[config.mk]
export PLATFORM = sky130hd
export DESIGN_NAME = sprite_blitter_flat
export DESIGN_NICKNAME = d
export VERILOG_FILES = /design/src/rtl/sprite_blitter_if.sv /design/src/rtl/sprite_blitter.sv /design/src/flat_wrapper.sv
export SDC_FILE = /design/constraint.sdc
export NUM_CORES = 1
export LEC_CHECK = 0
export ABC_CLOCK_PERIOD_IN_PS = 14300
export CAP_MARGIN = 20
export CORE_AREA = 2 2 108 110
export DETAILED_ROUTE_END_ITERATION = 10
export DIE_AREA = 0 0 110 112
export PLACE_DENSITY_LB_ADDON = 0.3
export SYNTH_ARGS = -nofsm -noshare
export SYNTH_HDL_FRONTEND = slang
export SYNTH_SLANG_ARGS = --single-unit
[constraint.sdc]
create_clock -name clk -period 14.3 [get_ports clk]
set_clock_uncertainty 0.05 [all_clocks]
set_input_delay 2.86 -clock clk [delete_from_list [all_inputs] [get_ports clk]]
set_output_delay 2.86 -clock clk [all_outputs]
set_load 0.05 [all_outputs]
[src/rtl/sprite_blitter_if.sv]
// Control, sprite ROM read port and frame buffer write port of the sprite blitter.
// The slave modport is the blitter's view; master is the view of the surrounding system.
interface sprite_blitter_if #(
    parameter int ROM_AW = 11,
    parameter int FB_AW  = 19
);
    logic              start;
    logic [9:0]        pos_x;
    logic [9:0]        pos_y;
    logic              flip;
    logic              busy;
    logic              done;
    logic [ROM_AW-1:0] rom_addr;
    logic [4:0]        rom_data;
    logic [FB_AW-1:0]  fb_addr;
    logic [4:0]        fb_data;
    logic              fb_we;
    logic              fb_ready;

    modport master (
        output start, pos_x, pos_y, flip, rom_data, fb_ready,
        input  busy, done, rom_addr, fb_addr, fb_data, fb_we
    );

    modport slave (
        input  start, pos_x, pos_y, flip, rom_data, fb_ready,
        output busy, done, rom_addr, fb_addr, fb_data, fb_we
    );
endinterface

[src/rtl/sprite_blitter.sv]
// Copies one sprite from a synchronous ROM into the frame buffer at (pos_x, pos_y),
// skipping transparent (code 0) and off-screen pixels, optionally mirrored horizontally.
module sprite_blitter #(
    parameter int SPRITE_W = 24,
    parameter int SPRITE_H = 45,
    parameter int SCREEN_W = 640,
    parameter int SCREEN_H = 480,
    parameter int ROM_AW   = 11,
    parameter int FB_AW    = 19
) (
    input  logic            clk,
    input  logic            rst,
    sprite_blitter_if.slave bus
);

    localparam int SX_W = $clog2(SPRITE_W);
    localparam int SY_W = $clog2(SPRITE_H);
    localparam logic [SX_W-1:0] SX_LAST = SX_W'(SPRITE_W - 1);
    localparam logic [SY_W-1:0] SY_LAST = SY_W'(SPRITE_H - 1);

    typedef enum logic [1:0] {
        S_IDLE,
        S_FETCH,
        S_WRITE,
        S_DONE
    } state_t;

    state_t            state_q, state_d;
    logic [SX_W-1:0]   sx_q, sx_d;
    logic [SY_W-1:0]   sy_q, sy_d;
    logic [9:0]        pos_x_q, pos_x_d;
    logic [9:0]        pos_y_q, pos_y_d;
    logic              flip_q, flip_d;
    logic [ROM_AW-1:0] rom_addr_q, rom_addr_d;

    logic [SX_W-1:0]   col;
    logic [10:0]       tx;
    logic [10:0]       ty;
    logic              visible;
    logic              advance;
    logic              last_px;
    logic [FB_AW-1:0]  pix_addr;

    // 11-bit sums so a sprite hanging off the right/bottom edge never wraps
    assign tx       = 11'(pos_x_q) + 11'(sx_q);
    assign ty       = 11'(pos_y_q) + 11'(sy_q);
    assign visible  = (bus.rom_data != 5'd0) && (tx < 11'(SCREEN_W)) && (ty < 11'(SCREEN_H));
    assign advance  = (state_q == S_WRITE) && (!visible || bus.fb_ready);
    assign last_px  = (sx_q == SX_LAST) && (sy_q == SY_LAST);
    assign pix_addr = FB_AW'(ty) * FB_AW'(SCREEN_W) + FB_AW'(tx);

    always_ff @(posedge clk or posedge rst) begin
        if (rst) begin
            state_q <= S_IDLE;
        end else begin
            state_q <= state_d;
        end
    end

    always_ff @(posedge clk or posedge rst) begin
        if (rst) begin
            sx_q       <= '0;
            sy_q       <= '0;
            pos_x_q    <= '0;
            pos_y_q    <= '0;
            flip_q     <= 1'b0;
            rom_addr_q <= '0;
        end else begin
            sx_q       <= sx_d;
            sy_q       <= sy_d;
            pos_x_q    <= pos_x_d;
            pos_y_q    <= pos_y_d;
            flip_q     <= flip_d;
            rom_addr_q <= rom_addr_d;
        end
    end

    always_comb begin : next_state
        state_d = state_q;
        sx_d    = sx_q;
        sy_d    = sy_q;
        pos_x_d = pos_x_q;
        pos_y_d = pos_y_q;
        flip_d  = flip_q;
        case (state_q)
            S_IDLE: begin
                if (bus.start) begin
                    pos_x_d = bus.pos_x;
                    pos_y_d = bus.pos_y;
                    flip_d  = bus.flip;
                    sx_d    = '0;
                    sy_d    = '0;
                    state_d = S_FETCH;
                end
            end
            S_FETCH: state_d = S_WRITE;
            S_WRITE: begin
                if (advance) begin
                    if (last_px) begin
                        sx_d    = '0;
                        sy_d    = '0;
                        state_d = S_DONE;
                    end else begin
                        state_d = S_FETCH;
                        if (sx_q == SX_LAST) begin
                            sx_d = '0;
                            sy_d = sy_q + SY_W'(1);
                        end else begin
                            sx_d = sx_q + SX_W'(1);
                        end
                    end
                end
            end
            S_DONE:  state_d = S_IDLE;
            default: state_d = S_IDLE;
        endcase
    end

    // The ROM address is loaded on the edge entering FETCH so data is ready in WRITE
    always_comb begin : rom_addr_next
        col        = flip_d ? (SX_LAST - sx_d) : sx_d;
        rom_addr_d = rom_addr_q;
        if (state_d == S_FETCH) begin
            rom_addr_d = ROM_AW'(sy_d) * ROM_AW'(SPRITE_W) + ROM_AW'(col);
        end
    end

    always_comb begin : outputs
        bus.busy     = (state_q != S_IDLE);
        bus.done     = (state_q == S_DONE);
        bus.rom_addr = rom_addr_q;
        bus.fb_we    = 1'b0;
        bus.fb_addr  = '0;
        bus.fb_data  = '0;
        if ((state_q == S_WRITE) && visible) begin
            bus.fb_we   = 1'b1;
            bus.fb_addr = pix_addr;
            bus.fb_data = bus.rom_data;
        end
    end

endmodule

[src/flat_wrapper.sv]
// flat-port wrapper written by rule: the top's interface ports become plain ports
module sprite_blitter_flat 
#(
    parameter int SPRITE_W = 24,
    parameter int SPRITE_H = 45,
    parameter int SCREEN_W = 640,
    parameter int SCREEN_H = 480,
    parameter int ROM_AW   = 11,
    parameter int FB_AW    = 19
)
  (clk, rst, bus_start, bus_pos_x, bus_pos_y, bus_flip, bus_rom_data, bus_fb_ready, bus_busy, bus_done, bus_rom_addr, bus_fb_addr, bus_fb_data, bus_fb_we);
  sprite_blitter_if #(.ROM_AW(ROM_AW), .FB_AW(FB_AW)) bus_i ();
  input  logic clk;
  input  logic rst;
  input wire logic [$bits(bus_i.start)-1:0] bus_start;
  input wire logic [$bits(bus_i.pos_x)-1:0] bus_pos_x;
  input wire logic [$bits(bus_i.pos_y)-1:0] bus_pos_y;
  input wire logic [$bits(bus_i.flip)-1:0] bus_flip;
  input wire logic [$bits(bus_i.rom_data)-1:0] bus_rom_data;
  input wire logic [$bits(bus_i.fb_ready)-1:0] bus_fb_ready;
  output wire logic [$bits(bus_i.busy)-1:0] bus_busy;
  output wire logic [$bits(bus_i.done)-1:0] bus_done;
  output wire logic [$bits(bus_i.rom_addr)-1:0] bus_rom_addr;
  output wire logic [$bits(bus_i.fb_addr)-1:0] bus_fb_addr;
  output wire logic [$bits(bus_i.fb_data)-1:0] bus_fb_data;
  output wire logic [$bits(bus_i.fb_we)-1:0] bus_fb_we;
  assign bus_i.start = bus_start;
  assign bus_i.pos_x = bus_pos_x;
  assign bus_i.pos_y = bus_pos_y;
  assign bus_i.flip = bus_flip;
  assign bus_i.rom_data = bus_rom_data;
  assign bus_i.fb_ready = bus_fb_ready;
  assign bus_busy = bus_i.busy;
  assign bus_done = bus_i.done;
  assign bus_rom_addr = bus_i.rom_addr;
  assign bus_fb_addr = bus_i.fb_addr;
  assign bus_fb_data = bus_i.fb_data;
  assign bus_fb_we = bus_i.fb_we;
  sprite_blitter #(.SPRITE_W(SPRITE_W), .SPRITE_H(SPRITE_H), .SCREEN_W(SCREEN_W), .SCREEN_H(SCREEN_H), .ROM_AW(ROM_AW), .FB_AW(FB_AW)) u_core (.clk(clk), .rst(rst), .bus(bus_i));
endmodule
==> results.sh, run 1 <==
export IMPL_status="finished clean"
export IMPL_max_cap_violations=0
export IMPL_synthTopCellsByArea="sky130_fd_sc_hd__dfrtp_1, sky130_fd_sc_hd__ha_1, sky130_fd_sc_hd__nand2_1"
export IMPL_vdd_drop_max_mv=0.148
export IMPL_cts_hold_buf=0
export IMPL_r2r_start="u_core.sy_q[0]$_DFF_PP0_"
export IMPL_grt_setup_unrepaired="false"
export IMPL_power_share_combinational_pct=65.8
export IMPL_async_flop_share_pct=100
export IMPL_p_int_uw=550
export IMPL_cp_data_arrival_time_ns=5.75
export IMPL_fin_area_sq_um=5140
export IMPL_place_area_sq_um=4940
export IMPL_post_synth_top_area_fraction_pct=27.1
export IMPL_synth_edf_count=0
export IMPL_slew_headroom_pct=46.0
export IMPL_drive_above_1_share_pct=6.99
export IMPL_regToRegSetupSlack_ns=8.96
export IMPL_floorplan_initialDensity_pct=37.2
export IMPL_ys_types=71
export IMPL_leakage_uw=0.00238
export IMPL_diodes=0
export IMPL_grt_pass1_wl_microns=16800
export IMPL_crit_start="bus_rom_data[1]"
export IMPL_post_synthesis_sequential_element_count=45
export IMPL_timing_critical_path_to_type="output port"
export IMPL_number_of_placed_i_o_pins=68
export IMPL_dieArea_sq_um=12300
export IMPL_routed_wirelength_microns=9550
export IMPL_finalWeightedCongestion=0.848
export IMPL_dr_total_vias=3655
export IMPL_vias_per_cell=5.21
export IMPL_timing_worst_setup_path_type="in2out"
export IMPL_timing_setup_tns_ns=0
export IMPL_dieWidth_microns=110
export IMPL_detail_routed_net_length_per_standard_cell_microns=13.6
export IMPL_pwr_density_cell_nw_per_um2=206
export IMPL_seq_power_share_pct=19.9
export IMPL_finalNetCount=635
export IMPL_post_synth_top_count_cell="sky130_fd_sc_hd__nand2_1"
export IMPL_buffer_ports_inserted=67
export IMPL_tritoncts="built"
export IMPL_worstPathRequired_ns=11.39
export IMPL_worst_setup_path_start_kind="primary input"
export IMPL_sequential_element_share_of_the_synthesized_area_pct=27.1
export IMPL_route_detailed_drc=0
export IMPL_drt_pass1_iter_count=5
export IMPL_grt_util_all_layers_pct=16.7
export IMPL_drt_initial_drc_count=174
export IMPL_switching_share_pct=48.1
export IMPL_utilization_pct=46.0
export IMPL_placement_rows=39
export IMPL_clock_tree_root_cell="sky130_fd_sc_hd__clkbuf_16"
export IMPL_cts_repair_resized_insts=0
export IMPL_timing_hold_violations_final=0
export IMPL_synth_nets=574
export IMPL_cts_max_path_buffers=2
export IMPL_max_fclk_mhz=115
export IMPL_synthesis_area_sq_um=4150
export IMPL_synth_cells=496
export IMPL_worst_hold_slack_ns=0.434
export IMPL_r2r_end="u_core.bus.rom_addr[8]$_DFFE_PP0N_"
export IMPL_tritoncts_num_sinks=45
export IMPL_dp_hpwl_microns=7320
export IMPL_finalSetupViolCount=0
export IMPL_synth_area_leader_cell="sky130_fd_sc_hd__dfrtp_1"
export IMPL_design_core_area_sq_um=11200
export IMPL_postCtsSetupRepairBufs=0
export IMPL_min_path_type="reg2reg"
export IMPL_power_net_switching_uw=509
export IMPL_post_layout_total_power_uw=1060
export IMPL_reg2regPathDepth=19
export IMPL_die_height_microns=112
export IMPL_grt_start_max_net_pins=46
export IMPL_layout_worst_path_cycle_share_pct=60.6
export IMPL_clk_transition_reported_paths_ns=0.06
export IMPL_finalCriticalPeriod_ns=8.66
export IMPL_yosys_most_used_dff="sky130_fd_sc_hd__dfrtp_1"
export IMPL_clock_share_of_power_pct=14.4
export IMPL_cts_buffers=5
export IMPL_antenna_violating_nets_left=0
export IMPL_max_slew_worst_pin_slew_ns=0.808
export IMPL_synth_commonest_cells="sky130_fd_sc_hd__nand2_1, sky130_fd_sc_hd__dfrtp_1, sky130_fd_sc_hd__ha_1"
export IMPL_timing_critical_path_to="bus_fb_addr[7]"
export IMPL_initial_antenna_violation_count=0
export IMPL_flow_area_growth_from_synthesis_pct=23.7
export IMPL_yosys_warnings=0
export IMPL_grt_overflow_total=0
export IMPL_critical_path_max_fanout=17
export IMPL_cts_htree_levels=2
export IMPL_avgSynthCellArea_sq_um=8.37
export IMPL_final_max_slew_violation_count=0
export IMPL_number_of_global_route_vias_before_repair=3672
export IMPL_clkLatencyLatePin_ns=0.29
[cell families after synthesis]
logic type / share of synthesized area, %
compound gates: 18.1
xor+xnor: 8.65
mux: 1.02
fa+ha+maj: 16.1
simple gates: 24.7
buf+inv: 4.25
flops: 27.1
[power groups by stage]
| stage | combinational, uW | clock, uW | sequential, uW |
|---|---|---|---|
| 4_1_cts | 703 | 155 | 210 |
| 2_1_floorplan | 541 | 0 | 214 |
| 6_report | 696 | 152 | 210 |
| 3_3_place_gp | 687 | 0 | 211 |
| 5_1_grt | 776 | 160 | 217 |
| 3_5_place_dp | 696 | 0 | 212 |
[routing by layer]
layer / part of all wire (%) / routed length, microns / GRT usage [%] / up-vias
li1: - / - / - / 1857
met1: 49 / 4650 / 23.2 / 1714
met2: 46 / 4380 / 26.8 / 69
met3: 3.6 / 339 / 2.46 / 15
met4: 1.9 / 182 / 4.98 / 0
met5: 0 / 0 / 0 / -
[through the flow]
step	cells	worst slack, ns
2_1_floorplan	496	6.23
3_3_place_gp	693	5.64
3_5_place_dp	693	5.60
4_1_cts	701	5.60
5_1_grt	701	5.42
6_report	701	5.64
[critical path, stage by stage]
cell and delay (ns):
sky130_fd_sc_hd__clkdlybuf4s50_1 0.47, sky130_fd_sc_hd__nor3_1 0.05, sky130_fd_sc_hd__nand2_1 0.08, sky130_fd_sc_hd__o41a_1 0.16, sky130_fd_sc_hd__nand4b_2 0.19, sky130_fd_sc_hd__or4b_4 0.70, sky130_fd_sc_hd__inv_1 0.25, sky130_fd_sc_hd__and2_1 0.18
sky130_fd_sc_hd__clkdlybuf4s50_1 0.80
[flip-flops by register name, indices dropped and copies added, names as in the netlist]
name,count
u_core.bus.rom_addr,11
u_core.state_q,2
u_core.pos_x_q,10
u_core.sy_q,6
u_core.pos_y_q,10
u_core.flip_q,1
u_core.sx_q,5
[placed cells by master (no fill, tap or decap), types with 11 or more instances in the layout]
cell	synthesis	final
sky130_fd_sc_hd__ha_1	42	42
sky130_fd_sc_hd__and2_1	12	12
sky130_fd_sc_hd__nand2_1	99	99
sky130_fd_sc_hd__a21o_1	11	11
sky130_fd_sc_hd__xnor2_1	25	25
sky130_fd_sc_hd__nand3_1	11	11
sky130_fd_sc_hd__a21oi_1	20	20
sky130_fd_sc_hd__dfrtp_1	45	45
sky130_fd_sc_hd__inv_1	26	25
sky130_fd_sc_hd__nor2_1	39	39
sky130_fd_sc_hd__o21ai_0	20	20
sky130_fd_sc_hd__xor2_1	16	16
sky130_fd_sc_hd__clkdlybuf4s50_1	0	67
[cell type report]
type | instances | area [sq um]
Clock buffer | 5 | 125
Clock inverter | 3 | 68.8
Fill cell | 1105 | 6040
Inverter | 27 | 103
Multi-Input combinational cell | 409 | 2850
Sequential cell | 45 | 1130
Tap cell | 143 | 179
Timing Repair Buffer | 69 | 686
[how the worst min path moves through the flow]
stage	start	to	slack, ns	cells after the start
floorplan	u_core.pos_x_q[0]$_DFFE_PP0P_	u_core.pos_x_q[0]$_DFFE_PP0P_	0.40	2
global placement	u_core.bus.rom_addr[7]$_DFFE_PP0N_	u_core.bus.rom_addr[7]$_DFFE_PP0N_	0.42	2
detailed placement	u_core.bus.rom_addr[6]$_DFFE_PP0N_	u_core.bus.rom_addr[6]$_DFFE_PP0N_	0.42	2
CTS	u_core.pos_y_q[5]$_DFFE_PP0P_	u_core.pos_y_q[5]$_DFFE_PP0P_	0.44	2
global route	u_core.bus.rom_addr[9]$_DFFE_PP0N_	u_core.bus.rom_addr[9]$_DFFE_PP0N_	0.46	2
finish	u_core.bus.rom_addr[5]$_DFFE_PP0N_	u_core.bus.rom_addr[5]$_DFFE_PP0N_	0.43	2
No activity file was read; power rests on OpenSTA's default activity.
==> run 2, diff against run 1 <==
--- a/config.mk
+++ b/config.mk
@@ -5,7 +5,7 @@
 export SDC_FILE = /design/constraint.sdc
 export NUM_CORES = 1
 export LEC_CHECK = 0
-export ABC_CLOCK_PERIOD_IN_PS = 14300
+export ABC_CLOCK_PERIOD_IN_PS = 7300
 export CAP_MARGIN = 20
 export CORE_AREA = 2 2 108 110
 export DETAILED_ROUTE_END_ITERATION = 10
==> constraint.sdc (replaced) <==
create_clock -name clk -period 7.3 [get_ports clk]
set_clock_uncertainty 0.05 [all_clocks]
set_input_delay 1.46 -clock clk [delete_from_list [all_inputs] [get_ports clk]]
set_output_delay 1.46 -clock clk [all_outputs]
set_load 0.05 [all_outputs]
==> run 2 against run 1 <==
  * Hold slack hardly changed
  * First-iteration DRC count fell by 45%
  * Global-route usage barely moved
  * Non-clock buffer count is the same
  * Power grew 93%
  * Sequential power increased by 97%
  * Routed wire length grew 1.5%
  * Cell area down 0.34%
  * Worst setup slack worse by 4.7 ns
  * Combinational power grew 95%
  * Cell count stayed put
  * Utilization is 0.16 points lower
  * Critical path type is now reg2out
  * Critical endpoint is now bus_fb_addr[17]
  * Largest cell class unchanged
==> results.sh, run 2 (synthesized netlist as in run 1, its figures left out) <==
export IMPL_timing_worst_setup_path_type="reg2out"
export IMPL_timing_hold_violations_final=0
export IMPL_dieWidth_microns=110
export IMPL_hold_depth=2
export IMPL_largest_reg_flops=11
export IMPL_cp_data_arrival_time_ns=4.89
export IMPL_detail_routed_net_length_per_standard_cell_microns=13.8
export IMPL_vdd_drop_max_mv=0.298
export IMPL_dr_total_vias=3608
export IMPL_antenna_violating_nets_left=0
export IMPL_timing_critical_path_to_type="output port"
export IMPL_timing_setup_tns_ns=0
export IMPL_worstPathRequired_ns=5.79
export IMPL_cts_buffers=5
export IMPL_crit_start="u_core.sy_q[0]$_DFF_PP0_"
export IMPL_layout_cells_most_common_list="sky130_fd_sc_hd__nand2_1, sky130_fd_sc_hd__clkdlybuf4s50_1, sky130_fd_sc_hd__dfrtp_1, sky130_fd_sc_hd__ha_1, sky130_fd_sc_hd__nor2_1"
export IMPL_placement_rows=39
export IMPL_r2r_end="u_core.bus.rom_addr[9]$_DFFE_PP0N_"
export IMPL_slew_headroom_pct=46.2
export IMPL_finalSetupViolCount=0
export IMPL_floorplan_initialDensity_pct=37.2
export IMPL_status="finished clean"
export IMPL_finalWeightedCongestion=0.842
export IMPL_initial_antenna_violation_count=0
export IMPL_routed_wirelength_microns=9690
export IMPL_cts_hold_buf=0
export IMPL_finalWorstSetupSlack_ns=0.904
export IMPL_grt_pass1_wl_microns=16600
export IMPL_cts_htree_levels=2
export IMPL_design_core_area_sq_um=11200
export IMPL_drive_above_1_share_pct=6.99
export IMPL_min_path_type="reg2reg"
export IMPL_clock_tree_root_cell="sky130_fd_sc_hd__clkbuf_16"
export IMPL_crit_top_cell="sky130_fd_sc_hd__ha_1"
export IMPL_number_of_global_route_vias_before_repair=3561
export IMPL_grt_setup_unrepaired="false"
export IMPL_worst_setup_path_start_kind="flip-flop"
export IMPL_postCtsSetupRepairBufs=0
export IMPL_timing_critical_path_cells="ha_1 -> fa_1 -> a211oi_2 -> nor4b_1 -> or3b_1 -> ha_1 -> ha_1 -> inv_1 -> o21ai_0 -> a21oi_1 -> nor2b_1 -> nor2_1 -> xnor2_1 -> nand3_1 -> xor2_1 -> nor2_1 -> clkdlybuf4s50_1"
export IMPL_regToRegSetupSlack_ns=1.95
export IMPL_timing_critical_path_slowest_cell_delay_ns=0.80
export IMPL_tritoncts_num_sinks=45
export IMPL_dieArea_sq_um=12300
export IMPL_leakage_uw=0.00237
export IMPL_drt_initial_drc_count=96
export IMPL_worstPathBufferInverterCount=2
export IMPL_dp_hpwl_microns=7480
export IMPL_filler_cell_count=1104
export IMPL_die_height_microns=112
export IMPL_final_max_slew_violation_count=0
export IMPL_grt_start_max_net_pins=46
export IMPL_flow_area_growth_from_synthesis_pct=23.3
export IMPL_max_fclk_mhz=156
export IMPL_drt_pass1_iter_count=4
export IMPL_cp_slowest_cell="sky130_fd_sc_hd__clkdlybuf4s50_1"
export IMPL_layout_worst_path_cycle_share_pct=87.6
export IMPL_finalNetCount=635
export IMPL_finalCriticalPeriod_ns=6.40
export IMPL_max_cap_violations=0
export IMPL_cts_repair_resized_insts=0
export IMPL_max_slew_worst_pin_slew_ns=0.806
export IMPL_path_delay_family="adder cells"
export IMPL_hold_start="u_core.pos_y_q[4]$_DFFE_PP0P_"
export IMPL_pwr_density_cell_nw_per_um2=399
export IMPL_final_common_cell="sky130_fd_sc_hd__nand2_1"
export IMPL_r2r_start="u_core.sx_q[0]$_DFF_PP0_"
export IMPL_grt_util_all_layers_pct=16.7
export IMPL_tritoncts="built"
export IMPL_clkLatencyLatePin_ns=0.29
export IMPL_route_detailed_drc=0
export IMPL_number_of_placed_i_o_pins=68
export IMPL_cts_max_path_buffers=2
export IMPL_vias_per_cell=5.15
export IMPL_clk_transition_reported_paths_ns=0.06
export IMPL_buffer_ports_inserted=67
export IMPL_grt_overflow_total=0
export IMPL_diodes=0
export IMPL_post_place_ws_ns=1.20
export IMPL_worstHoldEndpoint="u_core.pos_y_q[4]$_DFFE_PP0P_"
export IMPL_reg2regPathDepth=19
export IMPL_critical_path_max_fanout=4
## run 2: cell types whose count changed in the layout (fill, tap and decap cells not counted), sizes merged
cell,change
bufinv,-1
clkbuf,+1
clkinvlp,+1
inv,-1
## run 2: cell type report
type                            instances  area [sq um]  share of cell area [%]
Clock buffer                            6           139                    2.71
Timing Repair Buffer                   69           686                    13.4
Sequential cell                        45          1130                    22.0
Tap cell                              143           179                    3.49
Multi-Input combinational cell        409          2850                    55.7
Inverter                               27           103                    2.00
Clock inverter                          2          37.5                   0.733
## run 2: how the worst max path moves through the flow
| stage | to | slack (ns) | cells after the start |
|---|---|---|---|
| 5_1_grt | bus_fb_addr[17] | 0.54 | 17 |
| 6_report | bus_fb_addr[17] | 0.90 | 17 |
| 2_1_floorplan | bus_fb_addr[17] | 1.71 | 16 |
| 4_1_cts | bus_fb_addr[17] | 0.88 | 17 |
| 3_3_place_gp | bus_fb_addr[17] | 1.33 | 17 |
| 3_5_place_dp | bus_fb_addr[17] | 1.20 | 17 |
## run 2: stage by stage
step	instances	hold slack, ns	cell area (sq um)	util, %	total power (uW)
after floorplan	496	0.402	4150	-	1480
after global placement	693	0.418	4940	44.2	1760
after detailed placement	693	0.417	4940	44.2	1780
after CTS	701	0.439	5120	45.8	2070
after global routing	701	0.459	5120	45.8	2240
final	701	0.435	5120	45.8	2040
## run 2: power by group
group	switching [uW]	internal, uW	total, uW
registers	84.2	329	413
clock network	97.5	171	268
logic	810	549	1360
total	992	1050	2040
## run 2: worst register-to-register path, stage by stage, from the launching register on
cell	delay, ns
sky130_fd_sc_hd__dfrtp_1	0.43
sky130_fd_sc_hd__ha_1	0.23
sky130_fd_sc_hd__fa_1	0.43
sky130_fd_sc_hd__a211o_1	0.37
sky130_fd_sc_hd__a21o_1	0.22
sky130_fd_sc_hd__o41a_1	0.43
sky130_fd_sc_hd__nand4b_2	0.19
sky130_fd_sc_hd__nor3_4	0.11
sky130_fd_sc_hd__nor2_1	0.34
sky130_fd_sc_hd__nand3b_1	0.15
sky130_fd_sc_hd__o22ai_1	0.44
sky130_fd_sc_hd__ha_1	0.32
sky130_fd_sc_hd__a21o_1	0.19
sky130_fd_sc_hd__a21oi_1	0.27
sky130_fd_sc_hd__nor4_1	0.08
sky130_fd_sc_hd__a311oi_1	0.29
sky130_fd_sc_hd__o21a_1	0.19
sky130_fd_sc_hd__o22ai_2	0.11
sky130_fd_sc_hd__and4_1	0.21
sky130_fd_sc_hd__o31ai_2	0.21
## run 2: per-layer routing
| metal | vias up | global-route usage (%) | routed length [microns] |
|---|---|---|---|
| li1 | 1858 | - | - |
| met1 | 1681 | 23.1 | 4610 |
| met2 | 57 | 27.3 | 4640 |
| met3 | 12 | 2.22 | 298 |
| met4 | 0 | 4.14 | 138 |
| met5 | - | 0 | 0 |
==> run 3, diff against run 2 <==
--- a/config.mk
+++ b/config.mk
@@ -11,6 +11,7 @@
 export DETAILED_ROUTE_END_ITERATION = 10
 export DIE_AREA = 0 0 110 112
 export PLACE_DENSITY_LB_ADDON = 0.3
+export SLEW_MARGIN = 20
 export SYNTH_ARGS = -nofsm -noshare
 export SYNTH_HDL_FRONTEND = slang
 export SYNTH_SLANG_ARGS = --single-unit
==> results of run 3 <==
No change in the layout: final DEF, timing and power equal those of run 2.
